$ cat src/rtl/cr_clk_pkg.sv
// rtl/cr_clk_pkg.sv - shared types and limits for the cr_clk_div_en clock-enable generator
//
// Contents:
//   cr_clk_div_state_e      per-channel gating state (RUN, DRAIN, STOP)
//   CR_CLK_CH_NUM_MIN/MAX   legal range of the channel count
//   CR_CLK_DIV_W_MIN/MAX    legal range of the divide-value width
//   cr_clk_cfg_legal()      true when a CH_NUM/DIV_W pair is in range

package cr_clk_pkg;

  typedef enum logic [1:0] {
    RUN   = 2'b00,
    DRAIN = 2'b01,
    STOP  = 2'b10
  } cr_clk_div_state_e;

  localparam int CR_CLK_CH_NUM_MIN = 1;
  localparam int CR_CLK_CH_NUM_MAX = 16;
  localparam int CR_CLK_DIV_W_MIN  = 1;
  localparam int CR_CLK_DIV_W_MAX  = 32;

  function automatic bit cr_clk_cfg_legal(input int ch_num, input int div_w);
    return (ch_num >= CR_CLK_CH_NUM_MIN) && (ch_num <= CR_CLK_CH_NUM_MAX) &&
           (div_w  >= CR_CLK_DIV_W_MIN)  && (div_w  <= CR_CLK_DIV_W_MAX);
  endfunction

endpackage : cr_clk_pkg

$ cat src/rtl/cr_clk_div_ch.sv
// rtl/cr_clk_div_ch.sv - one divided-rate clock-enable channel with shadowed divide value and gating
//
// Ports:
//   forever_cpuclk  in   core clock, rising edge
//   cpurst          in   synchronous active-high reset
//   cfg_vld         in   new divide value offered
//   cfg_val         in   divide value (period = value + 1 cycles)
//   cfg_rdy         out  shadow slot is free
//   gate_req        in   level request to stop the channel
//   gate_ack        out  channel is stopped
//   en              out  registered enable pulse (test-mode OR is done by the parent)

module cr_clk_div_ch
  import cr_clk_pkg::*;
#(
  parameter int DIV_W = 8
) (
  input  logic             forever_cpuclk,
  input  logic             cpurst,
  input  logic             cfg_vld,
  input  logic [DIV_W-1:0] cfg_val,
  output logic             cfg_rdy,
  input  logic             gate_req,
  output logic             gate_ack,
  output logic             en
);

  localparam logic [DIV_W-1:0] CNT_ONE = DIV_W'(1);

  cr_clk_div_state_e state_q, state_d;
  logic [DIV_W-1:0]  cnt_q, cnt_d;
  logic [DIV_W-1:0]  act_div_q, act_div_d;
  logic [DIV_W-1:0]  shd_div_q, shd_div_d;
  logic              shd_vld_q, shd_vld_d;
  logic              en_q, en_d;
  logic              ack_q, ack_d;

  logic              cnt_zero;
  logic              cfg_acc;
  logic [DIV_W-1:0]  reload_val;

  assign cnt_zero   = (cnt_q == '0);
  assign cfg_acc    = cfg_vld & ~shd_vld_q;
  // A pending shadow wins at the reload; otherwise the period repeats.
  assign reload_val = shd_vld_q ? shd_div_q : act_div_q;

  always_ff @(posedge forever_cpuclk) begin
    if (cpurst) begin
      state_q   <= RUN;
      cnt_q     <= '0;
      act_div_q <= '0;
      shd_div_q <= '0;
      shd_vld_q <= 1'b0;
      en_q      <= 1'b0;
      ack_q     <= 1'b0;
    end else begin
      state_q   <= state_d;
      cnt_q     <= cnt_d;
      act_div_q <= act_div_d;
      shd_div_q <= shd_div_d;
      shd_vld_q <= shd_vld_d;
      en_q      <= en_d;
      ack_q     <= ack_d;
    end
  end

  always_comb begin
    state_d   = state_q;
    cnt_d     = cnt_q;
    act_div_d = act_div_q;
    shd_div_d = shd_div_q;
    shd_vld_d = shd_vld_q;
    en_d      = 1'b0;
    ack_d     = ack_q;

    unique case (state_q)
      // RUN and DRAIN share one datapath: DRAIN is just RUN with the pulse
      // withheld while gate_req is high. Dropping gate_req in DRAIN takes
      // the RUN step on that same edge, so a boundary landing there still
      // pulses and the phase is untouched.
      RUN, DRAIN: begin
        if (gate_req) begin
          if (cnt_zero) begin
            // Boundary reached while gated: swallow the pulse, hold cnt at 0.
            state_d = STOP;
            ack_d   = 1'b1;
          end else begin
            state_d = DRAIN;
            cnt_d   = cnt_q - CNT_ONE;
          end
        end else begin
          state_d = RUN;
          if (cnt_zero) begin
            en_d      = 1'b1;
            cnt_d     = reload_val;
            act_div_d = reload_val;
            shd_vld_d = 1'b0;
          end else begin
            cnt_d = cnt_q - CNT_ONE;
          end
        end
      end

      STOP: begin
        if (!gate_req) begin
          // Restart from a fresh boundary rather than the old phase.
          state_d = RUN;
          cnt_d   = '0;
          ack_d   = 1'b0;
        end
      end

      default: begin
        state_d = RUN;
        cnt_d   = '0;
        ack_d   = 1'b0;
      end
    endcase

    // Evaluated after the reload so that a write on a reload edge with an
    // empty shadow lands in the shadow and waits for the following reload.
    if (cfg_acc) begin
      shd_div_d = cfg_val;
      shd_vld_d = 1'b1;
    end
  end

  assign cfg_rdy  = ~shd_vld_q;
  assign gate_ack = ack_q;
  assign en       = en_q;

endmodule : cr_clk_div_ch

$ cat src/rtl/cr_clk_div_en.sv
// rtl/cr_clk_div_en.sv - multi-channel divided clock-enable generator with gating and scan bypass
//
// Parameters:
//   CH_NUM  number of independent channels (1..16)
//   DIV_W   divide-value width (1..32); channel period is div+1 cycles
// Ports:
//   forever_cpuclk    in   core clock, rising edge
//   cpurst            in   synchronous active-high reset
//   pad_yy_test_mode  in   forces every clk_en high for scan
//   cfg_div_vld       in   [CH_NUM]        per-channel divide value valid
//   cfg_div_val       in   [CH_NUM*DIV_W]  divide values, channel i at [i*DIV_W +: DIV_W]
//   cfg_div_rdy       out  [CH_NUM]        channel shadow free
//   gate_req          in   [CH_NUM]        level stop request
//   gate_ack          out  [CH_NUM]        channel stopped
//   clk_en            out  [CH_NUM]        one-cycle enable pulses

module cr_clk_div_en
  import cr_clk_pkg::*;
#(
  parameter int CH_NUM = 4,
  parameter int DIV_W  = 8
) (
  input  logic                    forever_cpuclk,
  input  logic                    cpurst,
  input  logic                    pad_yy_test_mode,
  input  logic [CH_NUM-1:0]       cfg_div_vld,
  input  logic [CH_NUM*DIV_W-1:0] cfg_div_val,
  output logic [CH_NUM-1:0]       cfg_div_rdy,
  input  logic [CH_NUM-1:0]       gate_req,
  output logic [CH_NUM-1:0]       gate_ack,
  output logic [CH_NUM-1:0]       clk_en
);

  localparam bit CFG_LEGAL = cr_clk_cfg_legal(CH_NUM, DIV_W);

  logic [CH_NUM-1:0] ch_en;

  if (CFG_LEGAL) begin : g_legal
    for (genvar i = 0; i < CH_NUM; i++) begin : g_ch
      cr_clk_div_ch #(
        .DIV_W (DIV_W)
      ) u_ch (
        .forever_cpuclk (forever_cpuclk),
        .cpurst         (cpurst),
        .cfg_vld        (cfg_div_vld[i]),
        .cfg_val        (cfg_div_val[i*DIV_W +: DIV_W]),
        .cfg_rdy        (cfg_div_rdy[i]),
        .gate_req       (gate_req[i]),
        .gate_ack       (gate_ack[i]),
        .en             (ch_en[i])
      );
    end
  end else begin : g_illegal
    // Out-of-range parameters build an inert block rather than a wrong one.
    assign ch_en       = '0;
    assign cfg_div_rdy = '0;
    assign gate_ack    = '0;
  end

  // Scan bypass only touches the enables; gating handshake and counters
  // keep running underneath.
  assign clk_en = ch_en | {CH_NUM{pad_yy_test_mode}};

endmodule : cr_clk_div_en

$ cat config.mk
export PLATFORM = sky130hd
export DESIGN_NAME = cr_clk_div_en
export DESIGN_NICKNAME = d
export VERILOG_FILES = /design/src/rtl/cr_clk_pkg.sv /design/src/rtl/cr_clk_div_ch.sv /design/src/rtl/cr_clk_div_en.sv
export SDC_FILE = /design/constraint.sdc
export NUM_CORES = 1
export LEC_CHECK = 0
export BUFFER_PORTS_ARGS = -buffer_cell sky130_fd_sc_hd__buf_4
export CAP_MARGIN = 40
export CORE_AREA = 2 2 123 125
export DETAILED_ROUTE_END_ITERATION = 10
export DIE_AREA = 0 0 125 127
export PLACE_DENSITY_LB_ADDON = 0.25
export SLEW_MARGIN = 0
export SYNTH_ARGS = -nofsm -noshare
export SYNTH_HDL_FRONTEND = slang
export SYNTH_SLANG_ARGS = --single-unit
$ cat constraint.sdc
create_clock -name forever_cpuclk -period 2 [get_ports forever_cpuclk]
set_input_delay 0.4 -clock forever_cpuclk [delete_from_list [all_inputs] [get_ports forever_cpuclk]]
set_output_delay 0.4 -clock forever_cpuclk [all_outputs]
set_load 0.05 [all_outputs]
==> flow_metrics.env <==
export IMPL_remaining_drc_errors=0
export IMPL_yosys_top_cells_count="sky130_fd_sc_hd__dfxtp_1, sky130_fd_sc_hd__mux2i_1, sky130_fd_sc_hd__nor2_1"
export IMPL_grt_pass1_vias=4819
export IMPL_die_area_um2=15900
export IMPL_post_drt_via_cell_ratio=5.50
export IMPL_min_delay_worst_endpoint="g_legal.g_ch[3].u_ch.shd_vld_q$_SDFFE_PP0P_"
export IMPL_synthesis_yosys_warnings=0
export IMPL_critical_path_peak_fanout=5
export IMPL_finalWeightedCongestion=0.916
export IMPL_pleak_nw=3.01
export IMPL_final_power_mw=11.2
export IMPL_clock_sink_count=116
export IMPL_number_of_distinct_library_cells_after_synthesis=67
export IMPL_drv_cap=0
export IMPL_critPathLaunch="g_legal.g_ch[3].u_ch.cnt_q[0]$_SDFFE_PP0P_"
export IMPL_synth_to_final_area_change_pct=25.8
export IMPL_ys_async_sr_fraction_pct=0
export IMPL_cell_area_power_density_nw_per_um2=1560
export IMPL_dpl_cell_area_um2=6410
export IMPL_timing_rr_start="g_legal.g_ch[3].u_ch.cnt_q[0]$_SDFFE_PP0P_"
export IMPL_cpPeakStageDelay_ns=0.45
export IMPL_finalCoreUtilization_pct=49.7
export IMPL_critical_path_cell_chain="inv_1 -> ha_2 -> or3b_4 -> a2111oi_1 -> a2111oi_0 -> o21a_1"
export IMPL_crit_path_end_kind="flop"
export IMPL_timing_final_setup_violations=0
export IMPL_ios=55
export IMPL_grt_start_max_net_pins=43
export IMPL_endpoint_of_the_most_critical_register_to_register_path="g_legal.g_ch[3].u_ch.cnt_q[5]$_SDFFE_PP0P_"
export IMPL_hold_start="cfg_div_vld[3]"
export IMPL_final_net_count=755
export IMPL_synth_area_leaders="sky130_fd_sc_hd__dfxtp_1, sky130_fd_sc_hd__mux2i_1, sky130_fd_sc_hd__nor2_1, sky130_fd_sc_hd__a21oi_1, sky130_fd_sc_hd__nor3_1"
export IMPL_root_buffer="sky130_fd_sc_hd__clkbuf_16"
export IMPL_grt_pass1_wl_mm=22.7
export IMPL_timing_critical_path_arrival_ns=2.23
export IMPL_peakVddDrop_mv=0.745
export IMPL_antenna_found_initial=0
export IMPL_cts_hold_buffers=0
export IMPL_drt_iter0_drc=421
export IMPL_hold_path_depth=2
export IMPL_timing_reg2reg_setup_slack_ns=0.08
export IMPL_yosys_register_bits=116
export IMPL_h_tree_depth=4
export IMPL_timing_max_slew_rel_slack_pct=55.9
export IMPL_final_period_utilization_pct=96.0
export IMPL_clkLatencyLatePin_ns=0.42
export IMPL_estimated_wirelength_of_the_detail_placed_design_mm=9.65
export IMPL_critPathLaunchType="flop"
export IMPL_synthesis_nets=687
export IMPL_timing_final_ws_setup_ns=0.0810
export IMPL_die_h_um=127
export IMPL_required_ns=2.31
export IMPL_netlist_area_um2=5690
export IMPL_globalRouteTotalUtil_pct=17.4
export IMPL_firstDrtPassIters=5
export IMPL_port_buffer_count=54
export IMPL_min_period_ns=1.92
export IMPL_syn_avg_cell_area_um2=8.95
export IMPL_detail_route_wl_per_cell_um=15.1
export IMPL_synthMostInstantiatedCell="sky130_fd_sc_hd__dfxtp_1"
export IMPL_fill_cells=1383
export IMPL_vias=4952
export IMPL_tightestPinTransition_ns=0.661
export IMPL_share_of_post_route_cells_with_drive_strength_above_1_pct=22.3
export IMPL_cts_tree="built"
export IMPL_setup_slack_at_placement_ns=0.0288
export IMPL_postRouteWirelength_mm=13.6
export IMPL_synth_seq_area_share_pct=40.8
export IMPL_post_synth_inst_count=636
export IMPL_hold_viol_final=0
export IMPL_final_cell_area_um2=7160
export IMPL_clock_fmax_mhz=521
export IMPL_cp_max_stage_cell="sky130_fd_sc_hd__a2111oi_1"
export IMPL_layout_cells_non_filler=901
export IMPL_critical_path_class="flop to flop"
export IMPL_outcome="complete, no violations"
export IMPL_ys_flop_type="sky130_fd_sc_hd__dfxtp_1"
export IMPL_post_synth_edffs=0
export IMPL_worst_r2r_path_depth=6
export IMPL_antenna_cells=0
export IMPL_cts_max_path_buffers=2
export IMPL_type_of_the_tightest_min_delay_check="input pin to flop"
export IMPL_drv_slew=0
export IMPL_initial_core_util_pct=39.5
export IMPL_clock_skew_final_ns=0.00543
export IMPL_die_x_um=125
export IMPL_leading_area_contributor_after_synthesis="sky130_fd_sc_hd__dfxtp_1"
export IMPL_floorplan_core_area_um2=14400
export IMPL_dp_cells=865
export IMPL_drtAntennaViolNets=0
export IMPL_globalRoute_totalOverflow=0
export IMPL_placementRows=44
export IMPL_cts_inserted_buffers=17
export IMPL_yosysTopAreaCellShare_pct=40.8
export IMPL_clock_pin_slew_of_the_registers_on_the_worst_case_setup_and_hold_paths_ns=0.06
-- cell type report --
class,count,area (um2),area share [%]
well taps,184,230,3.21
inverters,29,109,1.52
clock inverters,13,229,3.20
clock buffers,19,453,6.32
repair buffers,97,732,10.2
flip-flops and latches,116,2320,32.4
multi-input cells,443,3090,43.1
-- where the power goes --
group	total, mW	internal [mW]	switching, mW
combinational	4.43	2.00	2.42
sequential	3.29	2.77	0.523
clock	3.49	2.40	1.09
total	11.2	7.17	4.04
-- logic make-up after synthesis --
logic type,Yosys count,share of synthesized area [%]
buf+inv,77,5.89
flops,116,40.8
xor+xnor,3,0.462
simple gates,215,20.1
mux,87,15.4
compound gates,130,15.7
fa+ha+maj,8,1.76
-- state kept, by name, indices dropped and copies added, names as in the netlist --
name,cells
g_legal.g_ch.u_ch.act_div_q,32
g_legal.g_ch.u_ch.cnt_q,32
g_legal.g_ch.u_ch.shd_div_q,32
g_legal.g_ch.u_ch.state_q,8
g_legal.g_ch.u_ch.en,4
g_legal.g_ch.u_ch.gate_ack,4
g_legal.g_ch.u_ch.shd_vld_q,4
-- metrics by stage --
step                      setup TNS (ns)  hold WS (ns)
after floorplan                        0         0.436
after global placement                 0         0.442
after CTS                              0         0.198
after global routing           -0.000533         0.199
final                                  0         0.216
after detailed placement               0         0.451
-- worst max path at each step --
stage	cells past startpoint	to	slack, ns
after floorplan	7	g_legal.g_ch[3].u_ch.cnt_q[4]$_SDFFE_PP0P_	0.002
after global placement	6	g_legal.g_ch[3].u_ch.cnt_q[5]$_SDFFE_PP0P_	0.05
after detailed placement	6	g_legal.g_ch[3].u_ch.cnt_q[5]$_SDFFE_PP0P_	0.03
after CTS	7	g_legal.g_ch[0].u_ch.act_div_q[1]$_SDFFE_PP0P_	0.01
after global routing	7	g_legal.g_ch[1].u_ch.cnt_q[3]$_SDFFE_PP0P_	-0.0005
final	6	g_legal.g_ch[3].u_ch.cnt_q[5]$_SDFFE_PP0P_	0.08
-- worst max-delay path, delay by kind of cell (launching register included) --
family                   cells  cell delay [ns]
AO/OA/AOI/OAI                3             0.79
AND/OR/NAND/NOR              1             0.40
flip-flops                   1             0.32
adder cells (fa/ha/maj)      1             0.21
buffers and inverters        1             0.08
-- routing by layer --
layer	track usage, %	wire length [um]	vias up
met5	0	0	-
met4	6.01	170	0
met3	5.19	626	17
met2	28.7	6500	132
met1	21.8	6290	2354
li1	-	-	2449
-- layout by cell type, fill, tap and decap left out, types with 5 or more instances in the layout --
cell / synthesis / layout
sky130_fd_sc_hd__nor3b_1: 5 / 5
sky130_fd_sc_hd__a21oi_1: 33 / 32
sky130_fd_sc_hd__inv_1: 29 / 28
sky130_fd_sc_hd__or2_2: 8 / 8
sky130_fd_sc_hd__nand2_1: 20 / 20
sky130_fd_sc_hd__nor3_1: 25 / 24
sky130_fd_sc_hd__dfxtp_1: 116 / 116
sky130_fd_sc_hd__nand3_1: 15 / 15
sky130_fd_sc_hd__nor2_1: 78 / 78
sky130_fd_sc_hd__ha_1: 8 / 6
sky130_fd_sc_hd__a211o_1: 6 / 6
sky130_fd_sc_hd__nor2b_1: 10 / 10
sky130_fd_sc_hd__o21ai_0: 25 / 25
sky130_fd_sc_hd__mux2i_1: 84 / 84
sky130_fd_sc_hd__nor4_1: 14 / 14
sky130_fd_sc_hd__bufinv_16: 0 / 6
sky130_fd_sc_hd__a31oi_1: 11 / 11
sky130_fd_sc_hd__clkbuf_16: 0 / 17
sky130_fd_sc_hd__nand4_1: 6 / 6
sky130_fd_sc_hd__buf_4: 8 / 96
-- repair_timing --
action,CTS,global route
setup endpoints to repair,0,30
setup buffers,0,2
gates resized for setup,0,11
No activity file was read; power rests on OpenSTA's default activity.
